<file path="config.mk">
export PLATFORM = sky130hd
export DESIGN_NAME = fetch_decode_ctrl_flat
export DESIGN_NICKNAME = d
export VERILOG_FILES = /design/src/rtl/fetch_decode_ctrl_if.sv /design/src/rtl/fetch_decode_ctrl.sv /design/src/flat_wrapper.sv
export SDC_FILE = /design/constraint.sdc
export NUM_CORES = 1
export LEC_CHECK = 0
export CAP_MARGIN = 15
export CORE_ASPECT_RATIO = 1.1
export CORE_MARGIN = 5
export CORE_UTILIZATION = 37
export CTS_CLUSTER_DIAMETER = 120
export DETAILED_ROUTE_END_ITERATION = 7
export GPL_ROUTABILITY_DRIVEN = 0
export GPL_TIMING_DRIVEN = 0
export PLACE_DENSITY = 0.76
export SLEW_MARGIN = 20
export SYNTH_ARGS = -nofsm -noshare
export SYNTH_HDL_FRONTEND = slang
export SYNTH_SLANG_ARGS = --single-unit
</file>
<file path="constraint.sdc">
create_clock -name CLK -period 1.1 [get_ports CLK]
set_input_delay 0.11 -clock CLK [delete_from_list [all_inputs] [get_ports CLK]]
set_output_delay 0.11 -clock CLK [all_outputs]
set_load 0.01 [all_outputs]
</file>
<file path="src/rtl/fetch_decode_ctrl_if.sv">
// Sequencer-side bundle: run enable, ROM address/data and datapath control.
//   EN        run enable (driven by the environment)
//   ROM_ADDR  ROM address = PC
//   ROM_DATA  instruction word, combinational from ROM_ADDR
//   ACC_ADD/ACC_INC/ACC_LDR/ACC_LDI/R_WE  one-cycle datapath strobes
//   IMM       IR[7:4]
//   EXEC      FSM is in EXEC
//   HALTED    FSM is in HALT
interface fetch_decode_ctrl_if #(
    parameter int unsigned WIDTH      = 12,
    parameter int unsigned ADDR_WIDTH = 4
);
    logic                  EN;
    logic [ADDR_WIDTH-1:0] ROM_ADDR;
    logic [WIDTH-1:0]      ROM_DATA;
    logic                  ACC_ADD;
    logic                  ACC_INC;
    logic                  ACC_LDR;
    logic                  ACC_LDI;
    logic                  R_WE;
    logic [3:0]            IMM;
    logic                  EXEC;
    logic                  HALTED;

    // Sequencer side
    modport master (
        input  EN, ROM_DATA,
        output ROM_ADDR, ACC_ADD, ACC_INC, ACC_LDR, ACC_LDI, R_WE,
               IMM, EXEC, HALTED
    );

    // ROM/datapath/environment side
    modport slave (
        output EN, ROM_DATA,
        input  ROM_ADDR, ACC_ADD, ACC_INC, ACC_LDR, ACC_LDI, R_WE,
               IMM, EXEC, HALTED
    );
endinterface

</file>
<file path="src/rtl/fetch_decode_ctrl.sv">
// Two-phase FETCH/EXEC instruction sequencer with restart and halt.
// Holds PC (drives the ROM address), latches the ROM word into IR and
// decodes IR[11:8] into one-cycle datapath strobes during EXEC.
//   CLK  clock, rising edge
//   RST  synchronous active-high reset
//   bus  fetch_decode_ctrl_if.master (EN, ROM_ADDR, ROM_DATA, strobes,
//        IMM, EXEC, HALTED)
module fetch_decode_ctrl #(
    parameter int unsigned WIDTH      = 12,
    parameter int unsigned ADDR_WIDTH = 4
) (
    input  logic                CLK,
    input  logic                RST,
    fetch_decode_ctrl_if.master bus
);
    localparam int unsigned OP_W = 4;

    localparam logic [OP_W-1:0] OP_ADD  = 4'h5;
    localparam logic [OP_W-1:0] OP_INC  = 4'h9;
    localparam logic [OP_W-1:0] OP_LDR  = 4'hA;
    localparam logic [OP_W-1:0] OP_STR  = 4'hB;
    localparam logic [OP_W-1:0] OP_NOP  = 4'hC;
    localparam logic [OP_W-1:0] OP_LDI  = 4'hD;
    localparam logic [OP_W-1:0] OP_RST  = 4'hE;
    localparam logic [OP_W-1:0] OP_HALT = 4'hF;

    localparam logic [WIDTH-1:0] IR_NOP = {OP_NOP, (WIDTH-OP_W)'(0)};

    typedef enum logic [1:0] {
        S_FETCH = 2'd0,
        S_EXEC  = 2'd1,
        S_HALT  = 2'd2
    } state_t;

    state_t                state;
    logic [ADDR_WIDTH-1:0] pc;
    logic [WIDTH-1:0]      ir;
    logic [OP_W-1:0]       op;

    logic add_s;
    logic inc_s;
    logic ldr_s;
    logic ldi_s;
    logic we_s;
    logic strobe_ok;

    assign op = ir[WIDTH-1 -: OP_W];

    // Sequencer state, PC and IR; EN low freezes everything
    always_ff @(posedge CLK) begin
        if (RST) begin
            state <= S_FETCH;
            pc    <= '0;
            ir    <= IR_NOP;
        end else if (bus.EN) begin
            case (state)
                S_FETCH: begin
                    ir    <= bus.ROM_DATA;
                    state <= S_EXEC;
                end
                S_EXEC: begin
                    if (op == OP_HALT) begin
                        state <= S_HALT;
                    end else begin
                        state <= S_FETCH;
                        pc    <= (op == OP_RST) ? '0 : pc + ADDR_WIDTH'(1);
                    end
                end
                S_HALT: begin
                    state <= S_HALT;
                end
                default: begin
                    state <= S_FETCH;
                end
            endcase
        end
    end

    // Strobes depend only on IR and state, so ROM address changes never glitch
    // them; reset also masks them so an interrupted EXEC has no effect.
    assign strobe_ok = bus.EN && !RST && (state == S_EXEC);

    always_comb begin
        add_s = 1'b0;
        inc_s = 1'b0;
        ldr_s = 1'b0;
        ldi_s = 1'b0;
        we_s  = 1'b0;
        if (strobe_ok) begin
            case (op)
                OP_ADD:  add_s = 1'b1;
                OP_INC:  inc_s = 1'b1;
                OP_LDR:  ldr_s = 1'b1;
                OP_STR:  we_s  = 1'b1;
                OP_LDI:  ldi_s = 1'b1;
                default: ;
            endcase
        end
    end

    assign bus.ROM_ADDR = pc;
    assign bus.ACC_ADD  = add_s;
    assign bus.ACC_INC  = inc_s;
    assign bus.ACC_LDR  = ldr_s;
    assign bus.ACC_LDI  = ldi_s;
    assign bus.R_WE     = we_s;
    assign bus.IMM      = ir[WIDTH-OP_W-1 -: 4];
    assign bus.EXEC     = (state == S_EXEC);
    assign bus.HALTED   = (state == S_HALT);

    // Low IR bits are reserved and deliberately ignored
    logic unused_rsvd;
    assign unused_rsvd = ^ir[WIDTH-OP_W-5:0];
endmodule

</file>
<file path="src/flat_wrapper.sv">
// flat-port wrapper written by rule: the top's interface ports become plain ports
module fetch_decode_ctrl_flat 
#(
    parameter int unsigned WIDTH      = 12,
    parameter int unsigned ADDR_WIDTH = 4
)
  (CLK, RST, bus_EN, bus_ROM_DATA, bus_ROM_ADDR, bus_ACC_ADD, bus_ACC_INC, bus_ACC_LDR, bus_ACC_LDI, bus_R_WE, bus_IMM, bus_EXEC, bus_HALTED);
  fetch_decode_ctrl_if #(.WIDTH(WIDTH), .ADDR_WIDTH(ADDR_WIDTH)) bus_i ();
  input  logic CLK;
  input  logic RST;
  input wire logic [$bits(bus_i.EN)-1:0] bus_EN;
  input wire logic [$bits(bus_i.ROM_DATA)-1:0] bus_ROM_DATA;
  output wire logic [$bits(bus_i.ROM_ADDR)-1:0] bus_ROM_ADDR;
  output wire logic [$bits(bus_i.ACC_ADD)-1:0] bus_ACC_ADD;
  output wire logic [$bits(bus_i.ACC_INC)-1:0] bus_ACC_INC;
  output wire logic [$bits(bus_i.ACC_LDR)-1:0] bus_ACC_LDR;
  output wire logic [$bits(bus_i.ACC_LDI)-1:0] bus_ACC_LDI;
  output wire logic [$bits(bus_i.R_WE)-1:0] bus_R_WE;
  output wire logic [$bits(bus_i.IMM)-1:0] bus_IMM;
  output wire logic [$bits(bus_i.EXEC)-1:0] bus_EXEC;
  output wire logic [$bits(bus_i.HALTED)-1:0] bus_HALTED;
  assign bus_i.EN = bus_EN;
  assign bus_i.ROM_DATA = bus_ROM_DATA;
  assign bus_ROM_ADDR = bus_i.ROM_ADDR;
  assign bus_ACC_ADD = bus_i.ACC_ADD;
  assign bus_ACC_INC = bus_i.ACC_INC;
  assign bus_ACC_LDR = bus_i.ACC_LDR;
  assign bus_ACC_LDI = bus_i.ACC_LDI;
  assign bus_R_WE = bus_i.R_WE;
  assign bus_IMM = bus_i.IMM;
  assign bus_EXEC = bus_i.EXEC;
  assign bus_HALTED = bus_i.HALTED;
  fetch_decode_ctrl #(.WIDTH(WIDTH), .ADDR_WIDTH(ADDR_WIDTH)) u_core (.CLK(CLK), .RST(RST), .bus(bus_i));
endmodule
</file>
==> run_results.csv <==
group,metric,value,unit
timing,finalHoldViolCount,0,
finish,final_cells,141,
logic_synthesis,yosysMostFrequentCell,"dfxtp_1",
critical_path,crit_path_max_fanout,4,
status,outcome,"finished with violations",
logic_synthesis,syn_area,722,sq um
critical_path,worst_ep_required_time,0.99,ns
logic_synthesis,synth_edf_count,0,
floorplanning,rows,16,
floorplanning,die_x,52.1,um
logic_synthesis,synth_cell_types,28,
global_routing,grt_overflow_total,0,
global_routing,grt_pass1_wl,3.08,mm
logic_synthesis,synthTopCellsByArea,"dfxtp_1, mux2i_1, nor2_1",
clock_network,numCtsBuffers,3,
logic_synthesis,synthArstFlopShare,0,
run,max-cap-violations,0,
timing,post-route-worst-setup-slack,-0.311,ns
status,violations,"negative setup slack",
global_routing,track_usage,0.137,
pwr,ir_drop,0.735,mV
finish,layout-drive-gt1-share,0.465,
finish,nNetsFinal,131,
placement,placed_area,1000,sq um
detailed_routing,post_drt_wl_per_cell,13.4,um
critical_path,rrSetupSlack,-0.23,ns
pwr,design_power_total,1.15,mW
detailed_routing,drc,0,
floorplanning,die_h,56.3,um
detailed_routing,ant_nets,0,
logic_synthesis,syn_nets,93,
placement,dp_cells,128,
clock_network,cts_root_buf,"clkbuf_4",
clock_network,clock_latency,0.28,ns
critical_path,endpoint_kind,"primary output",
pwr,combPwrFrac,0.191,
critical_path,criticalPathCategory,"reg -> out",
detailed_routing,firstDrtPassIters,2,
logic_synthesis,yosys.area.top_type,"dfxtp_1",
placement,pre_cts_slack,-0.819,ns
logic_synthesis,ys_ff_latch,14,
timing,grt_setup_unrepaired,"true",
logic_synthesis,seq_area_frac_synth,0.388,
clock_network,cts_sinks,14,
global_routing,grt_pass1_vias,726,
floorplanning,coreArea,1820,sq um
timing,finalCritPeriodShare,1.28,
clock_network,htreeDepth,1,
floorplanning,start_util,0.396,
timing,post-route-min-period,1.41,ns
timing,tightest_slew,0.471,ns
finish,final_util,0.624,
detailed_routing,vias,683,
pwr,powerDensity,1020,nW/um^2
timing,setup_violations,20,
clock_network,tritoncts,"done",
finish,fin_area,1140,sq um
logic_synthesis,synth_common_cells,"dfxtp_1, nor2_1, mux2i_1",
pwr,swShare,0.252,
critical_path,critPathLaunchType,"register",
detailed_routing,drtIter0Drc,3,
timing,fmax,709,MHz
timing,max_slew_margin,0.686,
placement,port_buffers,24,
floorplanning,top_level_ports,30,
min_path,hp-class,"in -> reg",
global_routing,grt_max_degree,11,
timing,slew_viol_final,0,
timing,worst_hold_slack,0.344,ns
placement,dp_hpwl,1.16,mm
logic_synthesis,synthCells,77,
detailed_routing,vias_per_cell,4.84,
pwr,switchingPower,291,uW
pwr,seq_power_share,0.487,
pwr,leakagePower,0.536,nW
global_routing,antenna_found_initial,0,
critical_path,cp.arrival,1.30,ns
pwr,p_clk_frac,0.322,
logic_synthesis,yosysTopAreaCellShare,0.388,
detailed_routing,route.final.wire_length,1.89,mm
pwr,intPower,863,uW
logic_synthesis,yosysWarnings,0,
finish,antenna_cells,0,
logic_synthesis,synth_area_per_cell,9.38,sq um
clock_network,clockBufferDepth,2,
finish,syn2layout_area_growth,57.4,%
timing,finalClockSkew,0.00305,ns
floorplanning,die_area,2940,sq um
timing,setup_tns,-3.19,ns
logic_synthesis,synthFlopType,"dfxtp_1",
clock_network,clkTransAtPathRegs,0.09,ns
## layout make-up
class / instances / area [sq um]
Tap cell: 27 / 33.8
Multi-Input combinational cell: 55 / 457
Fill cell: 154 / 686
Clock buffer: 4 / 36.3
Inverter: 1 / 3.75
Timing Repair Buffer: 33 / 258
Sequential cell: 14 / 299
Buffer: 7 / 48.8
## power groups by stage
stage	sequential [mW]	clock (mW)	combinational [mW]
3_5_place_dp	0.569	0	0.185
2_1_floorplan	0.564	0	0.107
4_1_cts	0.557	0.389	0.208
3_3_place_gp	0.567	0	0.182
5_1_grt	0.567	0.420	0.239
6_report	0.562	0.372	0.221
## registers in the layout (all words and copies together) (netlist names)
register	flops
u_core.ir	8
u_core.bus.ROM_ADDR	4
u_core.state	2
## worst paths after layout
kind | startpoint | to | cells after the start
max | u_core.state[1]$_SDFFE_PP0P_ | bus_ACC_LDR | 4
max reg2reg | u_core.state[0]$_SDFFE_PP0P_ | u_core.ir[11]$_SDFFE_PP1P_ | 5
min | RST | u_core.ir[10]$_SDFFE_PP1P_ | 2
min reg2reg | u_core.bus.ROM_ADDR[1]$_SDFFE_PP0P_ | u_core.bus.ROM_ADDR[1]$_SDFFE_PP0P_ | 2
## layout by cell type, fill, tap and decap left out, types with 2 or more instances in the layout
master           netlist  final
clkbuf_4               0      3
dfxtp_2                0      9
nor3b_2                1      2
clkbuf_1               2      2
dfxtp_1               14      3
clkbuf_2               0      4
and4_1                 2      2
nor2_4                 0      2
and4bb_1               2      2
and2b_1                2      2
a21oi_1                5      3
a21oi_2                0      2
nor2_1                11      9
dlygate4sd2_1          0      5
dfxtp_4                0      2
buf_6                  1      4
buf_2                  0      7
nand2b_1               3      2
a211o_1                2      2
buf_4                  4     10
clkdlybuf4s50_1        0      8
nor2b_1                4      4
o32ai_1                2      2
mux2i_1                7      7
## worst max-delay path, stage by stage, from the launching register on
cell     delay [ns]
dfxtp_4        0.36
and3b_2        0.28
nand2_2        0.07
nor3b_2        0.16
buf_2          0.16
## logic make-up (layout without fill, tap and decap cells)
logic type | Yosys count | count (layout) | synth area share
adder cells (fa/ha/maj) | 1 | 1 | 0.0173
AND/OR/NAND/NOR | 35 | 35 | 0.317
flip-flops | 14 | 14 | 0.388
buffers and inverters | 8 | 45 | 0.0728
multiplexers | 7 | 7 | 0.0971
AO/OA/AOI/OAI | 12 | 12 | 0.107
## layer usage
metal,share of wire,GRT usage,vias up
met5,0,0,-
li1,-,-,343
met3,0.065,0.0476,2
met1,0.40,0.148,315
met2,0.53,0.239,23
met4,0.0095,0.0487,0
## timing repair
item,CTS,global route
resized for setup,55,19
hold buffers,0,0
setup endpoints to repair,24,29
pin swaps,4,7
buffers inserted,8,2
Power figures use the tool's default switching activity.
